==> config.mk <==
export PLATFORM = sky130hd
export DESIGN_NAME = fnd_value_ctrl
export DESIGN_NICKNAME = d
export VERILOG_FILES = /design/src/rtl/fnd_ctrl_pkg.sv /design/src/rtl/btn_debounce.sv /design/src/rtl/fnd_value_ctrl.sv
export SDC_FILE = /design/constraint.sdc
export NUM_CORES = 1
export LEC_CHECK = 0
export ABC_CLOCK_PERIOD_IN_PS = 6200
export CAP_MARGIN = 25
export CORE_MARGIN = 4
export CORE_UTILIZATION = 60
export CTS_BUF_LIST = sky130_fd_sc_hd__clkbuf_4 sky130_fd_sc_hd__clkbuf_8
export DETAILED_ROUTE_END_ITERATION = 10
export GPL_TIMING_DRIVEN = 0
export PLACE_DENSITY = 0.87
export SYNTH_ARGS = -nofsm -noshare
export SYNTH_HDL_FRONTEND = slang
export SYNTH_SLANG_ARGS = --single-unit
export TNS_END_PERCENT = 1
==> constraint.sdc <==
create_clock -name iCLK -period 6.2 [get_ports iCLK]
set_input_delay 0.93 -clock iCLK [delete_from_list [all_inputs] [get_ports iCLK]]
set_output_delay 0.93 -clock iCLK [all_outputs]
set_load 0.1 [all_outputs]
==> src/rtl/fnd_ctrl_pkg.sv <==
// Shared constants for the FND value controller: display ranges, mode encoding,
// button indices and the auto-repeat state encoding.
package fnd_ctrl_pkg;

   localparam logic [7:0] DEC_MAX  = 8'd99;
   localparam logic [7:0] HEX_MAX  = 8'd255;

   localparam logic       MODE_DEC = 1'b0;
   localparam logic       MODE_HEX = 1'b1;

   localparam int         BTN_UP   = 0;
   localparam int         BTN_DOWN = 1;
   localparam int         BTN_MODE = 2;
   localparam int         BTN_NUM  = 3;

   typedef enum logic [1:0] {
      RPT_IDLE   = 2'd0,
      RPT_HOLD   = 2'd1,
      RPT_REPEAT = 2'd2
   } rpt_state_e;

   function automatic logic [7:0] mode_max(input logic mode);
      return (mode == MODE_HEX) ? HEX_MAX : DEC_MAX;
   endfunction

endpackage

==> src/rtl/btn_debounce.sv <==
// Button conditioner: 2-FF synchroniser, stability counter, registered one-cycle press pulse.
// The debounced level is exported only when AUTO_REPEAT_EN is defined.
module btn_debounce #(
   parameter int DEBOUNCE_CYCLES = 1_250_000
) (
   input  logic iCLK,
   input  logic inReset,
   input  logic iBtn,
`ifdef AUTO_REPEAT_EN
   output logic oLevel,
`endif
   output logic oPress
);

   localparam int CW = $clog2(DEBOUNCE_CYCLES + 1);

   logic          sync1_q, sync2_q;
   logic          level_q, level_d;
   logic          prev_q;
   logic          press_q, press_d;
   logic [CW-1:0] cnt_q, cnt_d;

   // The counter only runs while the synchronised sample disagrees with the
   // accepted level; any agreeing sample restarts the qualification window.
   always_comb begin
      level_d = level_q;
      cnt_d   = '0;
      if (sync2_q != level_q) begin
         if (cnt_q == CW'(DEBOUNCE_CYCLES - 1)) begin
            level_d = sync2_q;
         end else begin
            cnt_d = cnt_q + CW'(1);
         end
      end
      press_d = level_q & ~prev_q;
   end

   always_ff @(posedge iCLK or negedge inReset) begin
      if (!inReset) begin
         sync1_q <= 1'b0;
         sync2_q <= 1'b0;
         level_q <= 1'b0;
         prev_q  <= 1'b0;
         press_q <= 1'b0;
         cnt_q   <= '0;
      end else begin
         sync1_q <= iBtn;
         sync2_q <= sync1_q;
         level_q <= level_d;
         prev_q  <= level_q;
         press_q <= press_d;
         cnt_q   <= cnt_d;
      end
   end

`ifdef AUTO_REPEAT_EN
   assign oLevel = level_q;
`endif
   assign oPress = press_q;

endmodule

==> src/rtl/fnd_value_ctrl.sv <==
// Value/mode source for the 2-digit FND: debounced up/down/mode buttons, PS load override,
// range wrap/saturation. Optional hold-to-repeat stepping when AUTO_REPEAT_EN is defined.
module fnd_value_ctrl
   import fnd_ctrl_pkg::*;
#(
   parameter int DEBOUNCE_CYCLES = 1_250_000,
   parameter int REPEAT_DELAY    = 62_500_000,
   parameter int REPEAT_PERIOD   = 12_500_000
) (
   input  logic       iCLK,
   input  logic       inReset,
   input  logic       iBtnUp,
   input  logic       iBtnDown,
   input  logic       iBtnMode,
   input  logic       iLoad,
   input  logic [7:0] iLoadVal,
   output logic [7:0] oHex,
   output logic       oDisplayMode,
   output logic       oChanged
);

   if (DEBOUNCE_CYCLES < 1 || REPEAT_DELAY < 1 || REPEAT_PERIOD < 1) begin : g_param_check
      $error("fnd_value_ctrl: timing parameters must be at least 1");
   end

   logic [BTN_NUM-1:0] btn_raw;
   logic [BTN_NUM-1:0] btn_press;
`ifdef AUTO_REPEAT_EN
   logic [BTN_NUM-1:0] btn_lvl;
`endif

   assign btn_raw = {iBtnMode, iBtnDown, iBtnUp};

   for (genvar gi = 0; gi < BTN_NUM; gi++) begin : g_btn
      btn_debounce #(
         .DEBOUNCE_CYCLES (DEBOUNCE_CYCLES)
      ) u_deb (
         .iCLK    (iCLK),
         .inReset (inReset),
         .iBtn    (btn_raw[gi]),
`ifdef AUTO_REPEAT_EN
         .oLevel  (btn_lvl[gi]),
`endif
         .oPress  (btn_press[gi])
      );
   end

   logic up_ev, down_ev;

`ifdef AUTO_REPEAT_EN
   localparam int RMAX = (REPEAT_DELAY > REPEAT_PERIOD) ? REPEAT_DELAY : REPEAT_PERIOD;
   localparam int RCW  = $clog2(RMAX + 1);

   rpt_state_e     state_q, state_d;
   logic [RCW-1:0] rcnt_q, rcnt_d;
   logic           dir_up_q, dir_up_d;
   logic           rep_step;
   logic           abort;
   logic           held, other;
   logic [RCW-1:0] rcnt_last;

   // A held mode button counts as an abort so repeat never runs alongside a mode change.
   always_comb begin
      state_d   = state_q;
      rcnt_d    = rcnt_q;
      dir_up_d  = dir_up_q;
      rep_step  = 1'b0;
      abort     = iLoad | btn_press[BTN_MODE] | btn_lvl[BTN_MODE];
      held      = dir_up_q ? btn_lvl[BTN_UP]   : btn_lvl[BTN_DOWN];
      other     = dir_up_q ? btn_lvl[BTN_DOWN] : btn_lvl[BTN_UP];
      rcnt_last = (state_q == RPT_HOLD) ? RCW'(REPEAT_DELAY - 1) : RCW'(REPEAT_PERIOD - 1);
      case (state_q)
         RPT_IDLE: begin
            if (!abort && (btn_press[BTN_UP] ^ btn_press[BTN_DOWN]) &&
                !(btn_lvl[BTN_UP] & btn_lvl[BTN_DOWN])) begin
               state_d  = RPT_HOLD;
               rcnt_d   = '0;
               dir_up_d = btn_press[BTN_UP];
            end
         end
         RPT_HOLD, RPT_REPEAT: begin
            if (abort || !held || other) begin
               state_d = RPT_IDLE;
               rcnt_d  = '0;
            end else if (rcnt_q == rcnt_last) begin
               rep_step = 1'b1;
               rcnt_d   = '0;
               state_d  = RPT_REPEAT;
            end else begin
               rcnt_d = rcnt_q + RCW'(1);
            end
         end
         default: begin
            state_d = RPT_IDLE;
            rcnt_d  = '0;
         end
      endcase
   end

   always_ff @(posedge iCLK or negedge inReset) begin
      if (!inReset) begin
         state_q  <= RPT_IDLE;
         rcnt_q   <= '0;
         dir_up_q <= 1'b0;
      end else begin
         state_q  <= state_d;
         rcnt_q   <= rcnt_d;
         dir_up_q <= dir_up_d;
      end
   end

   assign up_ev   = btn_press[BTN_UP]   | (rep_step &  dir_up_q);
   assign down_ev = btn_press[BTN_DOWN] | (rep_step & ~dir_up_q);
`else
   assign up_ev   = btn_press[BTN_UP];
   assign down_ev = btn_press[BTN_DOWN];
`endif

   logic [7:0] hex_q, hex_d;
   logic       mode_q, mode_d;
   logic       changed_q, changed_d;
   logic [7:0] cur_max;

   // Decimal mode keeps hex_q <= 99 at all times, so wrap compares need only equality.
   always_comb begin
      hex_d   = hex_q;
      mode_d  = mode_q;
      cur_max = mode_max(mode_q);
      if (iLoad) begin
         hex_d = (mode_q == MODE_DEC && iLoadVal > DEC_MAX) ? DEC_MAX : iLoadVal;
      end else if (btn_press[BTN_MODE]) begin
         mode_d = ~mode_q;
         if (mode_q == MODE_HEX && hex_q > DEC_MAX) begin
            hex_d = DEC_MAX;
         end
      end else if (up_ev && !down_ev) begin
         hex_d = (hex_q == cur_max) ? 8'd0 : hex_q + 8'd1;
      end else if (down_ev && !up_ev) begin
         hex_d = (hex_q == 8'd0) ? cur_max : hex_q - 8'd1;
      end
      changed_d = (hex_d != hex_q) || (mode_d != mode_q);
   end

   always_ff @(posedge iCLK or negedge inReset) begin
      if (!inReset) begin
         hex_q     <= 8'd0;
         mode_q    <= MODE_DEC;
         changed_q <= 1'b0;
      end else begin
         hex_q     <= hex_d;
         mode_q    <= mode_d;
         changed_q <= changed_d;
      end
   end

   assign oHex         = hex_q;
   assign oDisplayMode = mode_q;
   assign oChanged     = changed_q;

endmodule

==> results_dict.tcl, run 1 <==
set metrics [dict create \
    status "complete, no violations" \
    crit_slowest_cell "clkdlybuf4s50_1" \
    hpwl_microns 7600 \
    start_util_pct 62.1 \
    min_period_ns 3.00 \
    cts_max_path_buffers 2 \
    die_h_microns 97.9 \
    hp-class "reg -> reg" \
    netlist_instances 516 \
    end_kind "primary output" \
    rows 32 \
    ant_nets 0 \
    drcViolationCount 0 \
    synth-edff-count 0 \
    setup.worst_path.class "reg -> out" \
    grt_max_degree 48 \
    nets 571 \
    p_int_uw 834 \
    critPathTopFamily "buffers and inverters" \
    synthTopCellsByArea "dfrtp_1 45%, nor2_1 6.9%, xor2_1 6.5%" \
    drt-met1-wl_microns 4560 \
    async_flop_share_pct 100 \
    worstMarginPinSlew_ns 0.990 \
    grt.total_usage_pct 22.8 \
    pin_count 24 \
    r2r_setup_slack_ns 3.50 \
    grt_pass1_wl_microns 18200 \
    crit_required_ns 5.27 \
    hold_violations 0 \
    place.gp.congestion 0.984 \
    maxSlewHeadroom_pct 33.8 \
    p_switching_uw 347 \
    wire_per_inst_microns 16.1 \
    wl_microns 10600 \
    setup_viol 0 \
    synthFlopType "dfrtp_1" \
    reg2reg_from "oHex[0]$_DFF_PN0_" \
    die_width_microns 97.9 \
    whs_ns 0.353 \
    vias_per_cell 6.05 \
    post_cts_resized 0 \
    setup_ws_ns 3.20 \
    cts_root_buf "clkbuf_8" \
    clock_skew_ns 0.0150 \
    cp-start-kind "flip-flop" \
    drtIter0Drc 270 \
    seq_area_frac_synth_pct 45.4 \
    cts_tree "built" \
    critical_path_buf_inv_count 1 \
    coreArea_sq_um 7810 \
    worstPathMaxFanout 9 \
    pwr-share-seq_pct 50.7 \
    post_cts_buffers 0 \
    swShare_pct 29.3 \
    total_power_uw 1180 \
    cp-endpoint "oHex[5]" \
    area_growth_pct 12.1 \
    clkPwrFrac_pct 34.0 \
    gr-total-overflow 0 \
    period_share_pct 48.4 \
    crit_chain "clkdlybuf4s50_1" \
    p_comb_share_pct 15.4 \
    top_layer "met4" \
    vias 3978 \
    clkLatencyLatePin_ns 0.35 \
    maxSlewViolCount 0 \
    critPathArrivalTime_ns 2.07 \
    cts_htree_levels 3 \
    max_stage_delay_ns 1.20 \
    dieArea_sq_um 9580 \
    cts.sinks 88 \
    place_ws_ns 3.29 \
    p_leak_uw 0.00225 \
    clkTransAtPathRegs_ns 0.09 \
    first_pass_iters 4 \
    vdd_ir_drop_max_uv 252 \
    synth.avg_cell_area_sq_um 9.39 \
    max-cap-violations 0 \
    synth_top_area_share_pct 45.4 \
    rr_worst_depth 9 \
    p_per_area_nw_per_um2 217 \
    synth_cell_types 61 \
    fmax_ghz 0.333 \
    cts_buffers 9 \
    port_buffers 23 \
    first_global_vias 3875 \
    rsz0062_at_grt "false" \
    layout-drive-gt1-share_pct 8.81 \
    antenna_found_initial 0 \
    synth-seq-cells 88 \
    critical_path_depth 1 \
    critPathLaunch "oHex[5]$_DFF_PN0_" \
    synth_area_sq_um 4850 \
    synth_warnings 0 \
    synth_top_cell_by_area "dfrtp_1" \
    tns_ns 0 \
    cts_hold_buf 0 \
    met2_length_microns 5030 \
    num_antenna_cells 0 \
    syn_nets 536 \
    reg2reg_to "oHex[4]$_DFF_PN0_" \
    met3_length_microns 658 \
]
## synth_stat cells (6+ instances only)
cell	number
buf_2	6
clkbuf_1	6
and3_1	11
xnor2_1	32
nor2_1	89
inv_1	19
nand3_1	25
o21ai_0	17
xor2_1	36
ha_1	6
a21oi_1	13
nand2b_1	8
dfrtp_1	88
nor4_1	7
nand4_1	12
nand2_1	33
o211ai_1	7
nor3_1	15
## power by group through the flow
stage | clock network, uW | logic, uW | registers [uW]
final | 401 | 181 | 598
after global routing | 436 | 196 | 600
after CTS | 413 | 181 | 598
after detailed placement | 0 | 180 | 610
after global placement | 0 | 176 | 608
after floorplan | 0 | 82.4 | 649
## per-layer routing
| metal | vias to the layer above | GRT usage [%] |
|---|---|---|
| li1 | 1869 | - |
| met1 | 1923 | 31.2 |
| met2 | 156 | 35.9 |
| met3 | 30 | 4.29 |
| met4 | 0 | 9.80 |
| met5 | - | 0 |
## registers in the layout, indices dropped and copies added, names as in the netlist
register	flops
g_btn.u_deb.cnt_q	63
g_btn.u_deb.level_q	3
g_btn.u_deb.oPress	3
g_btn.u_deb.prev_q	3
g_btn.u_deb.sync1_q	3
g_btn.u_deb.sync2_q	3
oChanged	1
oDisplayMode	1
oHex	8
## worst reg2reg max path, delay by kind of cell (launching register included)
family,cells,cell delay (ns)
mux,1,0.28
fa+ha+maj,1,0.26
flops,1,0.45
compound gates,4,0.69
buf+inv,2,0.46
simple gates,1,0.43
## logic make-up (layout without fill, tap and decap cells)
kind of cell / count (synthesis) / after routing / synth area share [%]
AO/OA/AOI/OAI: 71 / 71 / 10.1
XOR/XNOR: 68 / 68 / 12.3
adder cells (fa/ha/maj): 7 / 7 / 1.76
buffers and inverters: 39 / 79 / 4.05
flip-flops: 88 / 88 / 45.4
multiplexers: 4 / 4 / 0.903
AND/OR/NAND/NOR: 239 / 239 / 25.5
## area by class of cell
cell class / count / area [sq um]
multi-input combinational: 389 / 2450
fill: 595 / 2380
sequential: 88 / 2200
timing repair buffer: 24 / 255
tap: 102 / 128
buffer: 20 / 125
clock buffer: 9 / 124
clock inverter: 7 / 77.6
inverter: 19 / 71.3
## metrics by stage
step	utilization (%)	cells	area [sq um]
floorplan	-	516	4850
global placement	66.7	641	5200
detailed placement	67.0	642	5230
CTS	69.6	658	5430
global route	69.6	658	5430
finish	69.6	658	5430
## layout by cell type, fill, tap and decap left out, types with 4 or more instances in the layout
master and n:
or3_1 5, xnor2_1 32, o22ai_1 4, buf_4 4, clkbuf_8 9, ha_1 6
inv_1 19, dfrtp_1 88, clkdlybuf4s50_1 22, a21oi_1 13, buf_6 4, clkbuf_1 6
o21ai_0 17, xor2_1 36, and3_1 11, nor2b_1 5, nand4_1 12, nor3b_1 4
nand3_1 25, nand2b_1 8, nor2_1 89, buf_2 6, nand2_1 33, nor4_1 7
nor3_1 15, o211ai_1 7, a211oi_1 4
## worst min path at each step
stage,startpoint,endpoint,slack (ns),cells past startpoint
final,g_btn[0].u_deb.sync1_q$_DFF_PN0_,g_btn[0].u_deb.sync2_q$_DFF_PN0_,0.35,0
after global routing,g_btn[0].u_deb.sync1_q$_DFF_PN0_,g_btn[0].u_deb.sync2_q$_DFF_PN0_,0.36,0
after CTS,g_btn[0].u_deb.sync1_q$_DFF_PN0_,g_btn[0].u_deb.sync2_q$_DFF_PN0_,0.36,0
after global placement,g_btn[2].u_deb.sync1_q$_DFF_PN0_,g_btn[2].u_deb.sync2_q$_DFF_PN0_,0.33,0
after detailed placement,g_btn[1].u_deb.sync1_q$_DFF_PN0_,g_btn[1].u_deb.sync2_q$_DFF_PN0_,0.34,0
after floorplan,g_btn[0].u_deb.sync1_q$_DFF_PN0_,g_btn[0].u_deb.sync2_q$_DFF_PN0_,0.33,0
(Power assumes the default switching activity.)
==> inputs of run 2 (changes only) <==
--- a/config.mk
+++ b/config.mk
@@ -5,7 +5,7 @@
 export SDC_FILE = /design/constraint.sdc
 export NUM_CORES = 1
 export LEC_CHECK = 0
-export ABC_CLOCK_PERIOD_IN_PS = 6200
+export ABC_CLOCK_PERIOD_IN_PS = 3100
 export CAP_MARGIN = 25
 export CORE_MARGIN = 4
 export CORE_UTILIZATION = 60
==> constraint.sdc (replaced) <==
create_clock -name iCLK -period 3.1 [get_ports iCLK]
set_input_delay 0.465 -clock iCLK [delete_from_list [all_inputs] [get_ports iCLK]]
set_output_delay 0.465 -clock iCLK [all_outputs]
set_load 0.1 [all_outputs]
==> results of run 2 <==
The final DEF is identical to that of run 1. Status: complete, no violations.
Among the figures that moved: setup slack after placement 3.29 ns -> 0.484 ns; clock-pin slew on the worst setup and hold paths 0.09 ns -> 0.10 ns; setup slack after layout 3.20 ns -> 0.396 ns; hold slack 0.353 ns -> 0.0857 ns; start point of the critical path oHex[5]$_DFF_PN0_ -> oHex[0]$_DFF_PN0_; end point of the critical path oHex[5] -> oHex[4]$_DFF_PN0_; register-to-register setup slack 3.50 ns -> 0.40 ns; total power 1180 uW -> 2360 uW; worst IR drop on VDD 252 uV -> 505 uV
